<file path="config.mk">
export PLATFORM = sky130hd
export DESIGN_NAME = psu_seq_ctrl_flat
export DESIGN_NICKNAME = d
export VERILOG_FILES = /design/src/rtl/psu_seq_pkg.sv /design/src/rtl/psu_seq_ctrl_if.sv /design/src/rtl/seq_timer.sv /design/src/rtl/psu_seq_ctrl.sv /design/src/flat_wrapper.sv
export SDC_FILE = /design/constraint.sdc
export NUM_CORES = 1
export LEC_CHECK = 0
export ABC_AREA = 1
export CAP_MARGIN = 10
export CORE_ASPECT_RATIO = 1.4
export CORE_UTILIZATION = 40
export DETAILED_ROUTE_END_ITERATION = 8
export PLACE_DENSITY = 0.6
export RECOVER_POWER = 50
export SYNTH_ARGS = -nofsm -noshare
export SYNTH_HDL_FRONTEND = slang
export SYNTH_SLANG_ARGS = --single-unit
</file>
<file path="constraint.sdc">
create_clock -name iClk -period 5.95 [get_ports iClk]
set_input_delay 1.19 -clock iClk [delete_from_list [all_inputs] [get_ports iClk]]
set_output_delay 1.19 -clock iClk [all_outputs]
set_load 0.01 [all_outputs]
</file>
<file path="src/rtl/psu_seq_pkg.sv">
// ---------------------------------------------------------------------------
// psu_seq_pkg
// Shared definitions for the PSU power sequencer: FSM state encodings,
// timer width, default clock multiplier and the elaboration-time helper
// that turns a microsecond parameter into a timer compare value.
// ---------------------------------------------------------------------------
package psu_seq_pkg;

    localparam int STATE_W          = 3;
    localparam int TIMER_W          = 24;
    localparam int CLK_MULT_DEFAULT = 2;   // 2 MHz reference clock

    typedef enum logic [STATE_W-1:0] {
        ST_OFF     = 3'd0,
        ST_WAIT_OK = 3'd1,
        ST_STABLE  = 3'd2,
        ST_ON      = 3'd3,
        ST_OFF_DLY = 3'd4,
        ST_FAULT   = 3'd5
    } state_e;

    // Compare value for a timed state: the timer expires on the last cycle of
    // the interval, i.e. when count == t_us*mult - 1. A zero duration is
    // treated as 1 us, and anything beyond the timer range is clamped to the
    // largest representable interval.
    function automatic logic [TIMER_W-1:0] calc_limit(input int t_us, input int mult);
        longint cycles;
        cycles = longint'((t_us <= 0) ? 1 : t_us) * longint'((mult <= 0) ? 1 : mult);
        if (cycles > (longint'(1) << TIMER_W)) begin
            cycles = longint'(1) << TIMER_W;
        end
        return TIMER_W'(cycles - 1);
    endfunction

endpackage

</file>
<file path="src/rtl/psu_seq_ctrl_if.sv">
// ---------------------------------------------------------------------------
// psu_seq_ctrl_if
// Groups the PSU sequencer's request/status signals.
//   iPwrReq   : level request for PSU on (synchronous to iClk)
//   iPsuPwrOk : PSU PWROK (asynchronous)
//   iFault    : external fault, active-high (asynchronous)
//   oPsOn_n   : PSU enable, active-low
//   oPwrGood  : power good (state ON only)
//   oFault    : fault latched (state FAULT only)
//   oState    : current FSM state encoding
// master drives the requests and observes status; slave is the sequencer.
// ---------------------------------------------------------------------------
interface psu_seq_ctrl_if;
    import psu_seq_pkg::*;

    logic               iPwrReq;
    logic               iPsuPwrOk;
    logic               iFault;
    logic               oPsOn_n;
    logic               oPwrGood;
    logic               oFault;
    logic [STATE_W-1:0] oState;

    modport master (
        output iPwrReq, iPsuPwrOk, iFault,
        input  oPsOn_n, oPwrGood, oFault, oState
    );

    modport slave (
        input  iPwrReq, iPsuPwrOk, iFault,
        output oPsOn_n, oPwrGood, oFault, oState
    );

endinterface

</file>
<file path="src/rtl/seq_timer.sv">
// ---------------------------------------------------------------------------
// seq_timer
// Shared saturating interval timer for the PSU sequencer.
//   iClk, iRst_n : clock, synchronous active-low reset
//   clear        : zero the count on the next clock (takes priority)
//   enable       : count one per cycle
//   limit        : compare value (interval length in cycles minus one)
//   expire       : high while enabled and count has reached limit
// ---------------------------------------------------------------------------
module seq_timer
    import psu_seq_pkg::*;
(
    input  logic               iClk,
    input  logic               iRst_n,
    input  logic               clear,
    input  logic               enable,
    input  logic [TIMER_W-1:0] limit,
    output logic               expire
);

    logic [TIMER_W-1:0] count_q;
    logic [TIMER_W-1:0] count_d;

    // Saturate at all-ones so a long dwell can never wrap into a false expiry.
    always_comb begin
        count_d = count_q;
        if (clear) begin
            count_d = '0;
        end else if (enable && (count_q != '1)) begin
            count_d = count_q + 1'b1;
        end
    end

    always_ff @(posedge iClk) begin
        if (!iRst_n) begin
            count_q <= '0;
        end else begin
            count_q <= count_d;
        end
    end

    assign expire = enable && (count_q >= limit);

endmodule

</file>
<file path="src/rtl/psu_seq_ctrl.sv">
// ---------------------------------------------------------------------------
// psu_seq_ctrl
// PSU power-on sequencer: asserts PS_ON on request, waits for PWROK (with
// timeout), requires PWROK to stay high for a stability interval before
// declaring power good, enforces a minimum off time, and latches faults.
//   iClk   : 2 MHz clock
//   iRst_n : synchronous active-low reset
//   bus    : psu_seq_ctrl_if.slave (requests in, PS_ON/status out)
// Parameters give durations in us; CLK_MULT is clock cycles per us.
// ---------------------------------------------------------------------------
module psu_seq_ctrl
    import psu_seq_pkg::*;
#(
    parameter int T_PWROK_TO_US = 20000,
    parameter int T_STABLE_US   = 1000,
    parameter int T_MIN_OFF_US  = 2000,
    parameter int CLK_MULT      = CLK_MULT_DEFAULT
) (
    input  logic           iClk,
    input  logic           iRst_n,
    psu_seq_ctrl_if.slave  bus
);

    localparam logic [TIMER_W-1:0] LIM_PWROK_TO = calc_limit(T_PWROK_TO_US, CLK_MULT);
    localparam logic [TIMER_W-1:0] LIM_STABLE   = calc_limit(T_STABLE_US,   CLK_MULT);
    localparam logic [TIMER_W-1:0] LIM_MIN_OFF  = calc_limit(T_MIN_OFF_US,  CLK_MULT);

    // Two-flop synchronizers for the asynchronous inputs.
    logic pwrok_meta_q, pwrok_meta_d, pwrok_sync_q, pwrok_sync_d;
    logic fault_meta_q, fault_meta_d, fault_sync_q, fault_sync_d;

    state_e state_q, state_d;
    logic   ps_on_n_q, ps_on_n_d;
    logic   pwr_good_q, pwr_good_d;
    logic   fault_q, fault_d;

    logic               tmr_clear;
    logic               tmr_en;
    logic [TIMER_W-1:0] tmr_limit;
    logic               tmr_expire;

    always_comb begin
        pwrok_meta_d = bus.iPsuPwrOk;
        pwrok_sync_d = pwrok_meta_q;
        fault_meta_d = bus.iFault;
        fault_sync_d = fault_meta_q;
    end

    // Timer is enabled only in the timed states; the compare value follows
    // the current state. Clearing on any state change means the count is
    // already zero on the first cycle of the new state.
    always_comb begin
        tmr_en    = 1'b0;
        tmr_limit = '1;
        unique case (state_q)
            ST_WAIT_OK: begin tmr_en = 1'b1; tmr_limit = LIM_PWROK_TO; end
            ST_STABLE:  begin tmr_en = 1'b1; tmr_limit = LIM_STABLE;   end
            ST_OFF_DLY: begin tmr_en = 1'b1; tmr_limit = LIM_MIN_OFF;  end
            default:    begin tmr_en = 1'b0; tmr_limit = '1;           end
        endcase
    end

    assign tmr_clear = (state_d != state_q);

    seq_timer u_timer (
        .iClk   (iClk),
        .iRst_n (iRst_n),
        .clear  (tmr_clear),
        .enable (tmr_en),
        .limit  (tmr_limit),
        .expire (tmr_expire)
    );

    // Next state. Within a state the PWROK/timeout exits are tested before
    // request withdrawal; an external fault overrides everything except when
    // already latched in FAULT, where only dropping the request exits.
    always_comb begin
        state_d = state_q;
        case (state_q)
            ST_OFF: begin
                if (bus.iPwrReq) state_d = ST_WAIT_OK;
            end
            ST_WAIT_OK: begin
                if (pwrok_sync_q)      state_d = ST_STABLE;
                else if (tmr_expire)   state_d = ST_FAULT;
                else if (!bus.iPwrReq) state_d = ST_OFF_DLY;
            end
            ST_STABLE: begin
                // A PWROK drop here is a fault, never a silent timer restart.
                if (!pwrok_sync_q)     state_d = ST_FAULT;
                else if (!bus.iPwrReq) state_d = ST_OFF_DLY;
                else if (tmr_expire)   state_d = ST_ON;
            end
            ST_ON: begin
                if (!pwrok_sync_q)     state_d = ST_FAULT;
                else if (!bus.iPwrReq) state_d = ST_OFF_DLY;
            end
            ST_OFF_DLY: begin
                if (tmr_expire) state_d = ST_OFF;
            end
            ST_FAULT: begin
                if (!bus.iPwrReq) state_d = ST_OFF_DLY;
            end
            default: state_d = ST_FAULT;
        endcase

        if (fault_sync_q && (state_q != ST_FAULT)) begin
            state_d = ST_FAULT;
        end
    end

    // Outputs are decoded from the next state and registered, so they move on
    // the same edge as the state register.
    always_comb begin
        ps_on_n_d  = !((state_d == ST_WAIT_OK) || (state_d == ST_STABLE) || (state_d == ST_ON));
        pwr_good_d = (state_d == ST_ON);
        fault_d    = (state_d == ST_FAULT);
    end

    always_ff @(posedge iClk) begin
        if (!iRst_n) begin
            pwrok_meta_q <= 1'b0;
            pwrok_sync_q <= 1'b0;
            fault_meta_q <= 1'b0;
            fault_sync_q <= 1'b0;
            state_q      <= ST_OFF;
            ps_on_n_q    <= 1'b1;
            pwr_good_q   <= 1'b0;
            fault_q      <= 1'b0;
        end else begin
            pwrok_meta_q <= pwrok_meta_d;
            pwrok_sync_q <= pwrok_sync_d;
            fault_meta_q <= fault_meta_d;
            fault_sync_q <= fault_sync_d;
            state_q      <= state_d;
            ps_on_n_q    <= ps_on_n_d;
            pwr_good_q   <= pwr_good_d;
            fault_q      <= fault_d;
        end
    end

    assign bus.oPsOn_n  = ps_on_n_q;
    assign bus.oPwrGood = pwr_good_q;
    assign bus.oFault   = fault_q;
    assign bus.oState   = state_q;

endmodule
</file>
<file path="src/flat_wrapper.sv">
// flat-port wrapper written by rule: the top's interface ports become plain ports
module psu_seq_ctrl_flat import psu_seq_pkg::*;
#(
    parameter int T_PWROK_TO_US = 20000,
    parameter int T_STABLE_US   = 1000,
    parameter int T_MIN_OFF_US  = 2000,
    parameter int CLK_MULT      = CLK_MULT_DEFAULT
)
  (iClk, iRst_n, bus_iPwrReq, bus_iPsuPwrOk, bus_iFault, bus_oPsOn_n, bus_oPwrGood, bus_oFault, bus_oState);
  psu_seq_ctrl_if bus_i ();
  input  logic iClk;
  input  logic iRst_n;
  input wire logic [$bits(bus_i.iPwrReq)-1:0] bus_iPwrReq;
  input wire logic [$bits(bus_i.iPsuPwrOk)-1:0] bus_iPsuPwrOk;
  input wire logic [$bits(bus_i.iFault)-1:0] bus_iFault;
  output wire logic [$bits(bus_i.oPsOn_n)-1:0] bus_oPsOn_n;
  output wire logic [$bits(bus_i.oPwrGood)-1:0] bus_oPwrGood;
  output wire logic [$bits(bus_i.oFault)-1:0] bus_oFault;
  output wire logic [$bits(bus_i.oState)-1:0] bus_oState;
  assign bus_i.iPwrReq = bus_iPwrReq;
  assign bus_i.iPsuPwrOk = bus_iPsuPwrOk;
  assign bus_i.iFault = bus_iFault;
  assign bus_oPsOn_n = bus_i.oPsOn_n;
  assign bus_oPwrGood = bus_i.oPwrGood;
  assign bus_oFault = bus_i.oFault;
  assign bus_oState = bus_i.oState;
  psu_seq_ctrl #(.T_PWROK_TO_US(T_PWROK_TO_US), .T_STABLE_US(T_STABLE_US), .T_MIN_OFF_US(T_MIN_OFF_US), .CLK_MULT(CLK_MULT)) u_core (.iClk(iClk), .iRst_n(iRst_n), .bus(bus_i));
endmodule
</file>
==> flow_summary.toml, run 1 <==
[sta]
tightestPinTransition_ps = 1420
rsz0062_at_grt = "false"
maxSlewHeadroom_pct = 5.18
finalSetupTns_ps = 0
hold_viol = 0
period_share_pct = 70.8
fmax_mhz = 238
whs_ps = 413
finalWorstPathRequiredPeriod_ps = 4210
drv_slew = 0
setup_viol = 0
finClkSkew_ps = 5.64

[job]
drv_cap = 0

[power_and_ir_drop]
p_leak_nw = 1.16
combPwrFrac_pct = 17.3
vdd_drop_max_mv = 0.131
p_sw_mw = 0.156
power.internal_mw = 0.378
clkPwrFrac_pct = 37.9
seqPwrFrac_pct = 44.8
swShare_pct = 29.2
power_density_nw_per_um2 = 189

[place]
gp_congestion = 0.855
dp_hpwl_mm = 4.25
place_area_um2 = 2720
io_buffers = 10

[cells_and_area]
synthToLayoutAreaGrowth_pct = 8.78
fin_area_um2 = 2820
diodes = 0
layout.nets = 412
layout-drive-gt1-share_pct = 11.9
fin_util_pct = 45.1

[cts]
clock_sinks = 34
clk_latency_ps = 290
clockBufferDepth = 2
cts-resized-gates = 0
post_cts_buffers = 0
htree_levels = 2
hold_buffers = 0
cts_root_buf = "clkbuf_8"
cts_buffers = 5
clk_pin_slew_worst_paths_ps = 70
cts_tree = "built"

[synthesis]
synthCells = 378
synth-compound-area-share_pct = 5.98
synth.distinct_cells = 29
synth_xor_area_share_pct = 6.75
synth-edff-count = 0
synth_area_um2 = 2590
synth_area_per_cell_um2 = 6.87
ys_seq_area_share_pct = 26.2
yosysMostFrequentCell = "nand2_1"
synth-adder-area-share_pct = 9.64
synth_commonest_cells = "94 x nand2_1, 60 x inv_1, 34 x dfxtp_1, 33 x nor2_1, 23 x nor3_2"
synth_top_area_share_pct = 26.2
async_reset_ff_share_pct = 0
muxShareOfSynthArea_pct = 0
ys_warn_count = 0
synth_top_family_by_area = "simple AND/OR/NAND/NOR gates"
syn_nets = 403
yosysTopAreaCell = "dfxtp_1"
ys_ff_latch = 34
synth_ff_type = "dfxtp_1"
yosys.area_share.simple_pct = 38.6
synth_area_leaders = "dfxtp_1 26%, nand2_1 14%, ha_1 9.6%, nor3_2 8.9%, inv_1 8.7%"

[setup_path]
cp.arrival_ps = 4390
end_kind = "register"
path_max_fanout = 24
cp_data_required_time_ps = 6130
crit_type = "reg -> reg"
rr_worst_depth = 20
start_kind = "register"

[die]
num_io_pins = 11
die_h_um = 97.3
die_width_um = 70.1
initial_core_util_pct = 41.5
coreArea_um2 = 6250
dieArea_um2 = 6820
rows = 34

[grt]
grt_start_max_net_pins = 34
grt_remaining_overflow = 0
grt_pass1_vias = 2214
antenna_found_initial = 0
grtUsageTotal_pct = 17.9
grt_first_pass_wirelength_mm = 9.74

[route]
first_pass_iters = 4
vias_per_cell = 4.93
drtIter0Drc = 105
drt-wirelength-per-cell_um = 12.2
num_vias = 2266
antenna_left = 0
post-route-drc-count = 0
wirelength_mm = 5.61

[run_status]
outcome = "finished clean"

[min_path]
hp-class = "reg -> reg"
hold_path_depth = 2
## power by group through the flow
stage / sequential (mW) / combinational, mW / clock (mW)
floorplan: 0.244 / 0.0798 / 0
detailed placement: 0.245 / 0.0956 / 0
CTS: 0.240 / 0.0960 / 0.208
finish: 0.239 / 0.0926 / 0.202
global route: 0.240 / 0.107 / 0.220
global placement: 0.245 / 0.0946 / 0
## state kept, by name (all words and copies together) (netlist names)
register and cells:
u_core.bus.oPsOn_n 1, u_core.u_timer.count_q 24, u_core.fault_sync_q 1, u_core.bus.oPwrGood 1
u_core.bus.oState 3, u_core.fault_meta_q 1, u_core.bus.oFault 1, u_core.pwrok_meta_q 1
u_core.pwrok_sync_q 1
## metal layers
metal / GRT usage [%] / routed length, um
met1: 19.3 / 2370
met2: 33.9 / 3020
met3: 3.22 / 141
met4: 6.46 / 86
met5: 0 / 0
## through the flow
step / cells / setup WS, ps / power, mW
global route: 460 / 1060 / 0.567
CTS: 460 / 2380 / 0.543
floorplan: 378 / 3190 / 0.323
detailed placement: 452 / 2360 / 0.340
global placement: 452 / 2360 / 0.339
finish: 460 / 1740 / 0.534
## placed cells by master (no fill, tap or decap), drive strengths merged, types with 3 or more instances in the layout
master         netlist  final
clkdlybuf4s50        0      3
dfxtp               34     34
xnor2                3      3
xor2                17     17
nand4                8      8
inv                 70     70
nand3               20     20
o21ai                8      8
a21oi               12     12
dlygate4sd3          0      7
nor2                34     34
ha                  20     20
clkbuf               1      8
nor4                 5      5
nand2               94     94
nor3                37     37
## final timing paths
path,from,to,slack (ps)
setup / recovery,u_core.bus.oState[0],u_core.u_timer.count_q[1],1740
hold / removal,u_core.pwrok_meta_q,u_core.pwrok_sync_q,410
setup reg to reg,u_core.bus.oState[0],u_core.u_timer.count_q[1],1740
hold reg to reg,u_core.pwrok_meta_q,u_core.pwrok_sync_q,410
## kinds of logic after synthesis
family,Yosys count
simple gates,200
buf+inv,79
flops,34
compound gates,25
xor+xnor,20
fa+ha+maj,20
## layout make-up
cell class	count	area, um2
clock buffer	8	110
fill	641	3430
inverter	70	263
multi-input combinational	265	1570
sequential	34	681
tap	72	90.1
timing repair buffer	11	108
## critical path: stages, from the launching register on
cell,delay [ps]
dfxtp_1,530
nor2_1,70
inv_1,70
nor2_1,60
inv_1,80
nand3_1,380
ha_1,470
nand2_1,60
nor2_1,170
nand2_1,100
nor2_1,110
nand2_1,70
nand3_1,100
nand2_1,80
nand2_1,90
nand2_1,70
nand2_1,100
nand3_1,70
nand2_1,70
nand3_1,910
nor3_1,400
Power figures use the tool's default switching activity.
==> run 2, diff against run 1 <==
==> constraint.sdc (replaced) <==
create_clock -name iClk -period 4.35 [get_ports iClk]
set_input_delay 0.87 -clock iClk [delete_from_list [all_inputs] [get_ports iClk]]
set_output_delay 0.87 -clock iClk [all_outputs]
set_load 0.01 [all_outputs]
==> flow_summary.toml, run 2 (synthesis results as in run 1) <==
[die]
die_h_um = 97.3
die_width_um = 70.1
dieArea_um2 = 6820
num_io_pins = 11
rows = 34
initial_core_util_pct = 41.5
coreArea_um2 = 6250

[cts]
cts_tree = "built"
cts_buffers = 5
clock_sinks = 34
clockBufferDepth = 2
htree_levels = 2
hold_buffers = 0
post_cts_buffers = 0
cts_root_buf = "clkbuf_8"
clk_latency_ps = 290
clk_pin_slew_worst_paths_ps = 70
cts-resized-gates = 0

[route]
num_vias = 2302
post-route-drc-count = 0
drtIter0Drc = 78
antenna_left = 0
drt-wirelength-per-cell_um = 12.5
first_pass_iters = 4
vias_per_cell = 4.99
wirelength_mm = 5.77

[cells_and_area]
final_cell_mix = "94 x nand2_1, 61 x inv_1, 34 x dfxtp_1"
diodes = 0
layout_commonest_cell = "nand2_1"
layout-drive-gt1-share_pct = 11.8
synthToLayoutAreaGrowth_pct = 9.06
fin_util_pct = 45.3
layout.nets = 413
fin_area_um2 = 2830
largest_reg_flops = 24
regMostFlops = "u_core.u_timer.count_q"
nFillCells = 645
final_cells = 461

[setup_path]
path_cells = "inv_1 > nor3_1 > inv_1 > nand3_2 > ha_1 > nand2_1 > nor2_1 > nand2_1 > nor2_1 > nand2_1 > nand3_1 > nand2_1 > nand2_1 > nand2_1 > nand2_1 > nand2_1 > a21oi_2 > buf_4 > nor3_1"
crit_slowest_cell = "dfxtp_1"
end_kind = "register"
crit_type = "reg -> reg"
crit_top_cell = "nand2_1"
path_max_fanout = 22
crit_start = "u_core.bus.oState[0]"
start_kind = "register"
cp_data_required_time_ps = 4520
rr_startpoint = "u_core.bus.oState[0]"
slowest_delay_ps = 500
cp.arrival_ps = 3670

[sta]
setup_viol = 0
period_share_pct = 80.4
hold_viol = 0
tightestPinTransition_ps = 823
finClkSkew_ps = 6.45
fmax_mhz = 286
maxSlewHeadroom_pct = 45.0
finalWorstPathRequiredPeriod_ps = 3500
drv_slew = 0
worst_slack_ps = 852
finalSetupTns_ps = 0
rsz0062_at_grt = "false"

[job]
drv_cap = 0

[grt]
antenna_found_initial = 0
grtUsageTotal_pct = 18.1
grt_first_pass_wirelength_mm = 9.89
grt_remaining_overflow = 0
grt_start_max_net_pins = 34
grt_pass1_vias = 2260

[min_path]
min-delay-start = "u_core.fault_meta_q"
hp-class = "reg -> reg"

[power_and_ir_drop]
p_leak_nw = 1.16
power_density_nw_per_um2 = 260
vdd_drop_max_mv = 0.241

[place]
gp_congestion = 0.848
io_buffers = 10
dp_hpwl_mm = 4.32
place_ws_ps = 1090
place_area_um2 = 2730
placed_cells = 453

[run_status]
outcome = "finished clean"
run 2: changes by cell type in the layout (fill, tap and decap cells not counted):
| cell | before | now |
|---|---|---|
| buf_4 | 1 | 2 |
| nor3_1 | 13 | 14 |
| nand3_2 | 0 | 1 |
| nor3_2 | 23 | 22 |
| inv_2 | 10 | 9 |
| inv_1 | 60 | 61 |
| nand3_1 | 20 | 19 |
run 2: metrics by stage:
stage / total power, mW / hold WS (ps)
after CTS: 0.749 / 419
after floorplan: 0.442 / 390
after detailed placement: 0.471 / 401
final: 0.736 / 413
after global placement: 0.468 / 395
after global routing: 0.778 / 429
run 2: power breakdown:
part           internal [mW]  total [mW]  switching [mW]  leakage (nW)
clock                  0.160       0.277           0.117        0.0575
sequential             0.318       0.327         0.00877         0.275
combinational         0.0409       0.132          0.0910         0.828
run 2: worst paths after layout:
path | to | slack [ps] | cells past startpoint
setup reg to reg | u_core.u_timer.count_q[1] | 850 | 19
hold / removal | u_core.fault_sync_q | 410 | 2
hold reg to reg | u_core.fault_sync_q | 410 | 2
setup / recovery | u_core.u_timer.count_q[1] | 850 | 19
run 2: per-layer routing:
| metal | track usage, % | share of wire (%) | routed length [um] | vias up |
|---|---|---|---|---|
| met5 | 0 | 0 | 0 | - |
| met4 | 11.5 | 5.1 | 293 | 0 |
| met3 | 2.49 | 2.4 | 138 | 19 |
| met2 | 32.0 | 49 | 2820 | 36 |
| met1 | 20.0 | 44 | 2520 | 1026 |
| li1 | - | - | - | 1221 |
run 2: cell type report:
type	count	area (um2)	area share (%)
Multi-Input combinational cell	265	1570	55.5
Sequential cell	34	681	24.0
Timing Repair Buffer	12	115	4.07
Inverter	70	263	9.28
Tap cell	72	90.1	3.18
Clock buffer	8	110	3.89
run 2: critical path, delay by kind of cell, from the launching register on:
kind / cells / cell delay (ps)
DFF: 1 / 500
AOI/OAI and AO/OA: 1 / 220
buffers and inverters: 3 / 670
adders and majority gates: 1 / 180
and+or+nand+nor: 14 / 1780
==> run 3, diff against run 2 <==
==> constraint.sdc (replaced) <==
create_clock -name iClk -period 3.53 [get_ports iClk]
set_input_delay 0.706 -clock iClk [delete_from_list [all_inputs] [get_ports iClk]]
set_output_delay 0.706 -clock iClk [all_outputs]
set_load 0.01 [all_outputs]
==> flow_summary.toml, run 3 (synthesis results as in run 1) <==
[run_status]
outcome = "finished clean"

[cts]
cts_root_buf = "clkbuf_8"
clk_latency_ps = 290
clock_sinks = 34
cts_tree = "built"
cts_buffers = 5
clk_pin_slew_worst_paths_ps = 70
hold_buffers = 0
post_cts_buffers = 0
clockBufferDepth = 2
htree_levels = 2
cts-resized-gates = 0

[power_and_ir_drop]
clkPwrFrac_pct = 38.6
combPwrFrac_pct = 17.7
seqPwrFrac_pct = 43.7
p_sw_mw = 0.270
power_density_nw_per_um2 = 324
p_leak_nw = 1.17
power.internal_mw = 0.652
vdd_drop_max_mv = 0.296
swShare_pct = 29.3

[route]
drt-wirelength-per-cell_um = 12.3
post-route-drc-count = 0
num_vias = 2328
first_pass_iters = 6
wirelength_mm = 5.67
vias_per_cell = 5.05
antenna_left = 0
drtIter0Drc = 88

[setup_path]
crit_start = "u_core.bus.oState[0]"
endpoint = "u_core.u_timer.count_q[1]"
crit_slowest_cell = "dfxtp_1"
path_cells = "inv_1 > nor3_2 > inv_1 > nand3_2 > ha_1 > nand2_1 > nor2_1 > nand2_1 > nand3_1 > nor2_1 > nand3_1 > nand2_1 > nand2_1 > nand2_1 > nand2_1 > nand3_1 > nand2_1 > nand3_2 > buf_6 > nor3_1"
cp_data_required_time_ps = 3700
r2r_setup_slack_ps = 400
start_kind = "register"
rr_worst_depth = 20
rr_startpoint = "u_core.bus.oState[0]"
r2r-end = "u_core.u_timer.count_q[1]"
path_max_fanout = 24
crit_type = "reg -> reg"
crit_top_cell = "nand2_1"
slowest_delay_ps = 520
end_kind = "register"
cp.arrival_ps = 3300

[die]
die_h_um = 97.3
coreArea_um2 = 6250
rows = 34
die_width_um = 70.1
dieArea_um2 = 6820
initial_core_util_pct = 41.5
num_io_pins = 11

[grt]
gr-usage-met3_pct = 2.59
antenna_found_initial = 0
grt_first_pass_wirelength_mm = 10.2
top_usage_layer = "met2"
grt_pass1_vias = 2197
grtUsageTotal_pct = 18.5
grt_start_max_net_pins = 34
use_met2_pct = 33.8
met1_usage_pct = 21.7
grt_remaining_overflow = 0

[sta]
setup_viol = 0
maxSlewHeadroom_pct = 46.1
hold_viol = 0
finClkSkew_ps = 7.67
drv_slew = 0
period_share_pct = 88.6
tightestPinTransition_ps = 807
finalWorstPathRequiredPeriod_ps = 3130
finalSetupTns_ps = 0
rsz0062_at_grt = "false"
fmax_mhz = 320

[cells_and_area]
diodes = 0
layout-drive-gt1-share_pct = 12.1
fin_util_pct = 45.6
regMostFlops = "u_core.u_timer.count_q"
synthToLayoutAreaGrowth_pct = 9.84
final_cell_mix = "94 x nand2_1, 61 x inv_1, 34 x dfxtp_1"
largest_reg_flops = 24
layout.nets = 413
final_cells = 461
layout_commonest_cell = "nand2_1"

[min_path]
min-delay-start = "u_core.fault_meta_q"
hp-class = "reg -> reg"

[place]
io_buffers = 10
placed_cells = 453
gp_congestion = 0.855
dp_hpwl_mm = 4.40

[job]
drv_cap = 0
==> run 3: layer usage <==
layer,share of wire (%),up-vias
met5,0,-
met4,1.9,0
met3,2.5,11
met2,53,36
met1,43,1057
li1,-,1224
==> run 3: power by group through the flow <==
stage	clock network (mW)	registers, mW	logic [mW]
6_report	0.356	0.403	0.163
5_1_grt	0.380	0.405	0.184
4_1_cts	0.366	0.403	0.172
3_5_place_dp	0	0.412	0.171
3_3_place_gp	0	0.412	0.169
2_1_floorplan	0	0.411	0.135
==> run 3: critical path: cells and delay by family (launching register included) <==
family	cells	cell delay (ps)
flip-flops	1	520
AND/OR/NAND/NOR	16	1660
buffers and inverters	3	530
adder cells (fa/ha/maj)	1	300
==> run 3: worst min path at each step <==
stage	depth (start not counted)	slack, ps	endpoint
final	2	420	u_core.fault_sync_q
after global routing	2	480	u_core.fault_sync_q
after CTS	2	420	u_core.fault_sync_q
after detailed placement	2	400	u_core.fault_sync_q
after global placement	2	400	u_core.pwrok_sync_q
after floorplan	2	390	u_core.fault_sync_q
==> run 3: final cells by class <==
cell class / count / area, um2
clock inverter: 3 / 40.0
tap: 72 / 90.1
clock buffer: 5 / 68.8
sequential: 34 / 681
inverter: 70 / 263
fill: 648 / 3400
timing repair buffer: 12 / 131
multi-input combinational: 265 / 1580
==> run 3: metrics by stage <==
stage               instance area (um2)  hold slack (ps)  setup WS, ps  total power [mW]
floorplan                          2590              390           771             0.545
global placement                   2760              399           566             0.582
detailed placement                 2760              402           449             0.583
CTS                                2860              420           439             0.941
global route                       2850              476          84.8             0.969
finish                             2850              418           402             0.922
